--- src/rtl/mac_seq_if.sv ---
// Job, operand and result handshake bundle between a MAC lane sequencer and its neighbours.
// master = job/operand source and result sink, slave = the sequencer.
interface mac_seq_if #(
  parameter int MAC_CONF_WIDTH = 4,
  parameter int LEN_WIDTH      = 8
);
  logic                      start;
  logic [MAC_CONF_WIDTH-1:0] cfg_in;
  logic [LEN_WIDTH-1:0]      len_in;
  logic                      op_valid;
  logic                      op_ready;
  logic                      dp_en;
  logic [MAC_CONF_WIDTH-1:0] dp_cfg;
  logic                      acc_load;
  logic                      res_valid;
  logic                      res_ready;
  logic                      busy;
  logic                      err_len;

  modport master (
    output start, cfg_in, len_in, op_valid, res_ready,
    input  op_ready, dp_en, dp_cfg, acc_load, res_valid, busy, err_len
  );

  modport slave (
    input  start, cfg_in, len_in, op_valid, res_ready,
    output op_ready, dp_en, dp_cfg, acc_load, res_valid, busy, err_len
  );
endinterface

--- src/rtl/mac_seq_ctrl.sv ---
// MAC lane sequencer: job of N operands, then PIPE_LAT drain cycles; result held until res_ready.
// op_ready/dp_en/acc_load are combinational; MAC_SEQ_PERF_EN adds perf_stall/perf_jobs counters.
module mac_seq_ctrl #(
  parameter int MAC_CONF_WIDTH = 4,
  parameter int LEN_WIDTH      = 8,
  parameter int PIPE_LAT       = 3
) (
  input  logic        clk,
  input  logic        rst,
  mac_seq_if.slave    bus
`ifdef MAC_SEQ_PERF_EN
  ,
  output logic [15:0] perf_stall,
  output logic [15:0] perf_jobs
`endif
);

  localparam int DW = $clog2(PIPE_LAT + 1);

  typedef enum logic [1:0] {
    S_IDLE  = 2'd0,
    S_RUN   = 2'd1,
    S_DRAIN = 2'd2,
    S_HOLD  = 2'd3
  } state_t;

  state_t                    state_q, state_d;
  logic [LEN_WIDTH-1:0]      rem_q, rem_d;
  logic [DW-1:0]             drn_q, drn_d;
  logic                      first_q, first_d;
  logic [MAC_CONF_WIDTH-1:0] cfg_q, cfg_d;
  logic                      res_vld_q, res_vld_d;
  logic                      busy_q, busy_d;
  logic                      err_q, err_d;

  logic in_run;
  logic in_drain;
  logic accept;

  assign in_run   = (state_q == S_RUN);
  assign in_drain = (state_q == S_DRAIN);
  assign accept   = in_run & bus.op_valid;

  assign bus.op_ready  = in_run;
  assign bus.dp_en     = accept | in_drain;
  assign bus.acc_load  = accept & first_q;
  assign bus.dp_cfg    = cfg_q;
  assign bus.res_valid = res_vld_q;
  assign bus.busy      = busy_q;
  assign bus.err_len   = err_q;

  always_comb begin
    state_d   = state_q;
    rem_d     = rem_q;
    drn_d     = drn_q;
    first_d   = first_q;
    cfg_d     = cfg_q;
    res_vld_d = res_vld_q;
    busy_d    = busy_q;
    err_d     = 1'b0;

    case (state_q)
      S_IDLE: begin
        if (bus.start) begin
          if (bus.len_in != '0) begin
            // mul-only jobs take exactly one operand regardless of the requested length
            cfg_d   = bus.cfg_in;
            rem_d   = bus.cfg_in[2] ? LEN_WIDTH'(1) : bus.len_in;
            first_d = 1'b1;
            busy_d  = 1'b1;
            state_d = S_RUN;
          end else begin
            err_d = 1'b1;
          end
        end
      end

      S_RUN: begin
        if (accept) begin
          first_d = 1'b0;
          rem_d   = rem_q - LEN_WIDTH'(1);
          if (rem_q == LEN_WIDTH'(1)) begin
            drn_d   = DW'(PIPE_LAT);
            state_d = S_DRAIN;
          end
        end
      end

      S_DRAIN: begin
        drn_d = drn_q - DW'(1);
        if (drn_q == DW'(1)) begin
          res_vld_d = 1'b1;
          state_d   = S_HOLD;
        end
      end

      S_HOLD: begin
        if (bus.res_ready) begin
          res_vld_d = 1'b0;
          busy_d    = 1'b0;
          state_d   = S_IDLE;
        end
      end

      default: begin
        state_d   = S_IDLE;
        res_vld_d = 1'b0;
        busy_d    = 1'b0;
      end
    endcase
  end

  always_ff @(posedge clk or posedge rst) begin
    if (rst) begin
      state_q   <= S_IDLE;
      rem_q     <= '0;
      drn_q     <= '0;
      first_q   <= 1'b0;
      cfg_q     <= '0;
      res_vld_q <= 1'b0;
      busy_q    <= 1'b0;
      err_q     <= 1'b0;
    end else begin
      state_q   <= state_d;
      rem_q     <= rem_d;
      drn_q     <= drn_d;
      first_q   <= first_d;
      cfg_q     <= cfg_d;
      res_vld_q <= res_vld_d;
      busy_q    <= busy_d;
      err_q     <= err_d;
    end
  end

`ifdef MAC_SEQ_PERF_EN
  logic [15:0] stall_q, stall_d;
  logic [15:0] jobs_q, jobs_d;
  logic        stall_inc;
  logic        job_inc;

  assign stall_inc = (in_run & ~bus.op_valid) | ((state_q == S_HOLD) & ~bus.res_ready);
  assign job_inc   = (state_q == S_HOLD) & bus.res_ready;

  // both counters stick at all-ones rather than wrapping
  assign stall_d = (stall_inc && stall_q != 16'hFFFF) ? stall_q + 16'd1 : stall_q;
  assign jobs_d  = (job_inc && jobs_q != 16'hFFFF) ? jobs_q + 16'd1 : jobs_q;

  always_ff @(posedge clk or posedge rst) begin
    if (rst) begin
      stall_q <= '0;
      jobs_q  <= '0;
    end else begin
      stall_q <= stall_d;
      jobs_q  <= jobs_d;
    end
  end

  assign perf_stall = stall_q;
  assign perf_jobs  = jobs_q;
`endif

endmodule

--- src/flat_wrapper.sv ---
// flat-port wrapper written by rule: the top's interface ports become plain ports
module mac_seq_ctrl_flat 
#(
  parameter int MAC_CONF_WIDTH = 4,
  parameter int LEN_WIDTH      = 8,
  parameter int PIPE_LAT       = 3
)
  (clk, rst, bus_start, bus_cfg_in, bus_len_in, bus_op_valid, bus_res_ready, bus_op_ready, bus_dp_en, bus_dp_cfg, bus_acc_load, bus_res_valid, bus_busy, bus_err_len);
  mac_seq_if #(.MAC_CONF_WIDTH(MAC_CONF_WIDTH), .LEN_WIDTH(LEN_WIDTH)) bus_i ();
  input  logic clk;
  input  logic rst;
  input wire logic [$bits(bus_i.start)-1:0] bus_start;
  input wire logic [$bits(bus_i.cfg_in)-1:0] bus_cfg_in;
  input wire logic [$bits(bus_i.len_in)-1:0] bus_len_in;
  input wire logic [$bits(bus_i.op_valid)-1:0] bus_op_valid;
  input wire logic [$bits(bus_i.res_ready)-1:0] bus_res_ready;
  output wire logic [$bits(bus_i.op_ready)-1:0] bus_op_ready;
  output wire logic [$bits(bus_i.dp_en)-1:0] bus_dp_en;
  output wire logic [$bits(bus_i.dp_cfg)-1:0] bus_dp_cfg;
  output wire logic [$bits(bus_i.acc_load)-1:0] bus_acc_load;
  output wire logic [$bits(bus_i.res_valid)-1:0] bus_res_valid;
  output wire logic [$bits(bus_i.busy)-1:0] bus_busy;
  output wire logic [$bits(bus_i.err_len)-1:0] bus_err_len;
  assign bus_i.start = bus_start;
  assign bus_i.cfg_in = bus_cfg_in;
  assign bus_i.len_in = bus_len_in;
  assign bus_i.op_valid = bus_op_valid;
  assign bus_i.res_ready = bus_res_ready;
  assign bus_op_ready = bus_i.op_ready;
  assign bus_dp_en = bus_i.dp_en;
  assign bus_dp_cfg = bus_i.dp_cfg;
  assign bus_acc_load = bus_i.acc_load;
  assign bus_res_valid = bus_i.res_valid;
  assign bus_busy = bus_i.busy;
  assign bus_err_len = bus_i.err_len;
  mac_seq_ctrl #(.MAC_CONF_WIDTH(MAC_CONF_WIDTH), .LEN_WIDTH(LEN_WIDTH), .PIPE_LAT(PIPE_LAT)) u_core (.clk(clk), .rst(rst), .bus(bus_i));
endmodule
--- config.mk ---
export PLATFORM = sky130hd
export DESIGN_NAME = mac_seq_ctrl_flat
export DESIGN_NICKNAME = d
export VERILOG_FILES = /design/src/rtl/mac_seq_if.sv /design/src/rtl/mac_seq_ctrl.sv /design/src/flat_wrapper.sv
export SDC_FILE = /design/constraint.sdc
export NUM_CORES = 1
export LEC_CHECK = 0
export ABC_CLOCK_PERIOD_IN_PS = 2200
export BUFFER_PORTS_ARGS = -buffer_cell sky130_fd_sc_hd__buf_2
export CAP_MARGIN = 20
export CORE_MARGIN = 2
export CORE_UTILIZATION = 30
export DETAILED_ROUTE_END_ITERATION = 6
export PLACE_DENSITY = 0.52
export SLEW_MARGIN = 20
export SYNTH_ARGS = -nofsm -noshare
export SYNTH_HDL_FRONTEND = slang
export SYNTH_SLANG_ARGS = --single-unit
--- constraint.sdc ---
create_clock -name clk -period 2.2 [get_ports clk]
set_input_delay 0.33 -clock clk [delete_from_list [all_inputs] [get_ports clk]]
set_output_delay 0.33 -clock clk [all_outputs]
set_load 0.01 [all_outputs]
# ---- Word-level counts from Yosys, hierarchy flattened
# Cells that the tools add are included.
dict set report totals {
  ff_bits 20
  in_bits 17
  output_inout_bits 10
  word_cells 62
}
dict set report classes {
  eq_ne 11
  n_mux 26
  n_addsub 2
  reduce_logical 12
  bitwise_logic 3
}
# cell n
set ops {}
lappend ops {{two-way mux 8 bit} 4}
lappend ops {{two-way mux 2 bit} 8}
lappend ops {{case mux 8 bit (2 select lines)} 1}
lappend ops {{inequality test 2 bit, second input constant} 5}
lappend ops {{AND reduction 3 bit} 3}
lappend ops {{== test 8 x 1 -> 1 bit, second input constant} 1}
lappend ops {{two-way mux 1 bit} 8}
lappend ops {{case mux 2 bit (4 select lines)} 1}
lappend ops {{AND reduction 4 bit} 2}
lappend ops {{nonzero test 2 bit} 4}
lappend ops {{nonzero test 8 bit} 1}
lappend ops {{subtractor 8 x 1 -> 8 bit, second input constant} 1}
lappend ops {{case mux 1 bit (2 select lines)} 3}
lappend ops {{AND reduction 6 bit} 1}
lappend ops {{== test 2 x 1 -> 1 bit, second input constant} 2}
lappend ops {{== test 2 bit, second input constant} 2}
lappend ops {{case mux 2 bit (2 select lines)} 1}
lappend ops {{AND 1 bit} 2}
lappend ops {{zero test 2 bit} 1}
lappend ops {{inequality test 2 x 1 -> 1 bit, second input constant} 1}
lappend ops {{subtractor 2 x 1 -> 2 bit, second input constant} 1}
lappend ops {{OR 1 bit} 1}

# ---- Longest topological paths before layout
dict set report logic_depth {
  depth_word 4
  depth_mapped 9
}

# ---- Worst setup path after synthesis
# Ideal clock, no wire load.
dict set report synth_timing {
  kind {register -> register}
  start {register u_core.state_q[1]}
  end {register u_core.rem_q[3]}
  path_stages_with_launch 10
  t_required_ps 2071
  slack_ps -23
  synth_period_minus_slack_ps 2223
  arrival_ps 2094
  path_cell_list {dfrtp_1 inv_1 ha_1 buf_2 nand2_1 or2_2 clkbuf_1 and2_0 clkbuf_1 a2111o_1}
}
dict set report synth_between {
  elab_chain_cells 4
  elab_cells_between_ends 9
  classes_between {4 x eq/ne; 1 x mux; 1 x bitwise; 3 x reduce/logical}
}
# item line_no
set synth_lines {}
lappend synth_lines {{from (decl)} mac_seq_ctrl.sv:27} ;# state_t state_q, state_d;
lappend synth_lines {{from (signal assigned)} mac_seq_ctrl.sv:124} ;# state_q <= state_d;
lappend synth_lines {{== test 2 x 1 -> 1 bit *} mac_seq_ctrl.sv:40} ;# assign in_run = (state_q == S_RUN);
lappend synth_lines {{via bus_op_ready} flat_wrapper.sv:17} ;# output wire logic [$bits(bus_i.op_ready)-1:0] bus_op_ready;
lappend synth_lines {{AND 1 bit} mac_seq_ctrl.sv:42} ;# assign accept = in_run & bus.op_valid;
lappend synth_lines {{inequality test 2 bit (no line)} -}
lappend synth_lines {{AND reduction 4 bit (no line)} -}
lappend synth_lines {{to (signal assigned)} mac_seq_ctrl.sv:125} ;# rem_q <= rem_d;
lappend synth_lines {{to (decl)} mac_seq_ctrl.sv:28} ;# logic [LEN_WIDTH-1:0] rem_q, rem_d;
# Mark *: on every way through the listed nets, which the timed path passes. The rest lies on a longest branch.
# A chain may end at the register's enable or synchronous reset.

# ---- Worst setup path after layout
dict set report layout_timing {
  start {register u_core.rem_q[6]}
  end {register u_core.state_q[1]}
}
dict set report layout_between {
  elab_chain_cells 3
}
# item line_no
set layout_lines {}
lappend layout_lines {{== test 8 x 1 -> 1 bit} mac_seq_ctrl.sv:82} ;# if (rem_q == LEN_WIDTH'(1)) begin
lappend layout_lines {{inequality test 2 bit (no line)} -}
lappend layout_lines {{AND reduction 6 bit (no line)} -}
# Every way passes these cells.

==> metrics.txt <==
Min-Delay Path Class=primary input to asynchronous set/reset pin; largest net degree at the start of global routing=21; Clock transition at path regs=0.08 ns; YS warnings=0; syn_nets=149; endpoints failing setup=0; Synth Cell Area=1250 sq um; most frequent cells in the layout=buf_2, dfrtp_1, inv_1; Area Overhead vs Synth=27.1%; vias per cell=5.16; final hold violation count=0; root buf cell=clkbuf_8; GPL Wtd Cong=0.874; Syn Area/Cell=10.1 sq um; H-tree level count=1; CP Class=register to register; DRC errors left=0; initial antenna violation count=0; number of synthesized flops with an enable pin=0; Cell variety after synth=39; # IOs=27; worst vdd rail ir drop=0.000552 V; internal power=1.42 mW; Net Sw Frac=38.7%; Slew headroom=46.2%; GRT Residual Overflow=0; most common cell after layout, fill and taps aside=buf_2; Post-Route Skew=0.00198 ns; critical path fanouts, max=2; top post-synthesis cells by area=dfrtp_1, mux2_2, ha_1; Compound-Gate Fraction of Synth Area=20.7%; clk_lat worst skew=0.26 ns; Gate Count Post-Synth=124; async set-reset flop share out of synthesis=100%; status=complete, no violations; Crit path required time=2.35 ns; Post-Synth Adder-Cell Area=8.02%; dominant cell type by area after synthesis=dfrtp_1; layout cells sized above 1=37.0%; fmax=0.465 GHz; Cell Rows=23; clk sink count=20; CTS tree=built; Final ANT Viol Nets=0; RSZ-0062 raised after global routing=no; top_reg_cell synth=dfrtp_1; post-synthesis simple-gate area fraction=15.5%; Net Switching=898 uW; core region area=4000 sq um; CTS resizes=0; total wire length=3090 um; Starting Density=31.2%; drt first-iter violations=24; die height=68.5 um; clock share of power=16.1%; post-route setup TNS=0 ns; first-pass GRT wire length=5040 um; xor/xnor share of the synthesized area=0%; Leak=0.773 nW; PD cells=1460 nW/um^2; number of detailed-route iterations in the first pass=4; vias in the first global route=1096; IO Port Bufs=26; Combinational Power Share=55.8%; post-synthesis mux area share=10.1%; minimum clock period=2.15 ns; total CTS buffers=3; Ant. Diodes=0; die width=68.5 um; crit start category=register; via count=1094; max cap viols=0; routed len/inst=14.6 um; largest family of logic cells by synthesized area=compound AO/OA/AOI/OAI gates; max-slew violation count=0; DP HPWL=2390 um; share of the synthesized area in the top cell type=40.1%; smallest hold slack=0.208 ns; CTS Buffer Depth=2; fin nets=188; register share of total power=28.1%; sequential area share after synthesis=40.1%; Die ar.=4690 sq um; all-layer global routing usage=14.6%; Worst Path Arrival=2.30 ns; measured slew at the worst slew-check pin=0.807 ns; crit share post-route=97.7%; capturing element type of the critical path=register; flops & latches, synth=20
-- power by group through the flow --
stage | combinational, mW | sequential (mW) | clock [mW]
floorplan | 0.830 | 0.681 | 0
global placement | 1.26 | 0.654 | 0
detailed placement | 1.28 | 0.662 | 0
CTS | 1.29 | 0.656 | 0.386
global route | 1.42 | 0.676 | 0.404
finish | 1.29 | 0.652 | 0.375
-- cells by family (layout without fill, tap and decap cells) --
group,count (synthesis),after routing
and+or+nand+nor,35,35
AOI/OAI and AO/OA,32,32
DFF,20,20
buffers and inverters,18,56
muxes,11,11
adders and majority gates,8,8
-- Yosys cell counts (3+ instances only) --
cell and number:
dfrtp_1 20, inv_1 14, nand2_1 11, a21oi_1 9, mux2_2 9, ha_1 8, nor2_1 5, clkbuf_1 3
nor3_1 3, o22ai_1 3, or2_2 3
-- per-stage QoR --
step	utilization [%]	total power [mW]	setup slack, ns	cells	cell area, sq um
6_report	39.6	2.32	0.0509	212	1590
5_1_grt	39.6	2.50	0.00653	212	1590
4_1_cts	39.6	2.33	0.0321	212	1590
3_5_place_dp	37.8	1.94	0.0427	208	1510
3_3_place_gp	37.8	1.92	0.0526	208	1510
2_1_floorplan	-	1.51	0.0236	124	1250
-- worst paths after layout --
| check | startpoint | end | slack [ns] | cells past startpoint |
|---|---|---|---|---|
| max reg2reg | u_core.rem_q[6] | u_core.state_q[1] | 0.05 | 4 |
| min in group clk | bus_cfg_in[0] | u_core.bus.dp_cfg[0] | 0.30 | 2 |
| min | rst | u_core.bus.dp_cfg[0] | 0.21 | 2 |
| max | u_core.rem_q[6] | u_core.state_q[1] | 0.05 | 4 |
| min reg2reg | u_core.first_q | u_core.first_q | 0.51 | 1 |
| max in group asynchronous | rst | u_core.rem_q[0] | 1.49 | 2 |
-- per-layer routing --
| metal | track usage (%) | wire [um] |
|---|---|---|
| met1 | 18.4 | 1390 |
| met2 | 23.9 | 1470 |
| met3 | 2.30 | 181 |
| met4 | 7.25 | 49 |
| met5 | 0 | 0 |
-- timing repair --
| action | CTS | global route |
|---|---|---|
| hold buffers | 0 | 0 |
| buffers inserted | 0 | 0 |
| setup endpoints to repair | 0 | 2 |
-- cell type report --
type                       instances  area [sq um]
clock buffer                       3          41.3
multi-input combinational         86           678
clock inverter                     1          30.0
inverter                          14          52.6
fill                             408          2410
timing repair buffer              38           220
sequential                        20           500
tap                               50          62.6
-- sequential cells by signal (all words and copies together) (netlist names) --
register and count:
u_core.bus.err_len 1, u_core.drn_q 2, u_core.bus.res_valid 1, u_core.bus.dp_cfg 4
u_core.first_q 1, u_core.bus.busy 1, u_core.state_q 2, u_core.rem_q 8
-- critical path: stages, from the launching register on --
cell and delay [ns]:
dfrtp_1 0.38, or4_4 0.54, or4_4 0.50, a221oi_4 0.30, mux2_4 0.32
No activity file was read; power rests on OpenSTA's default activity.
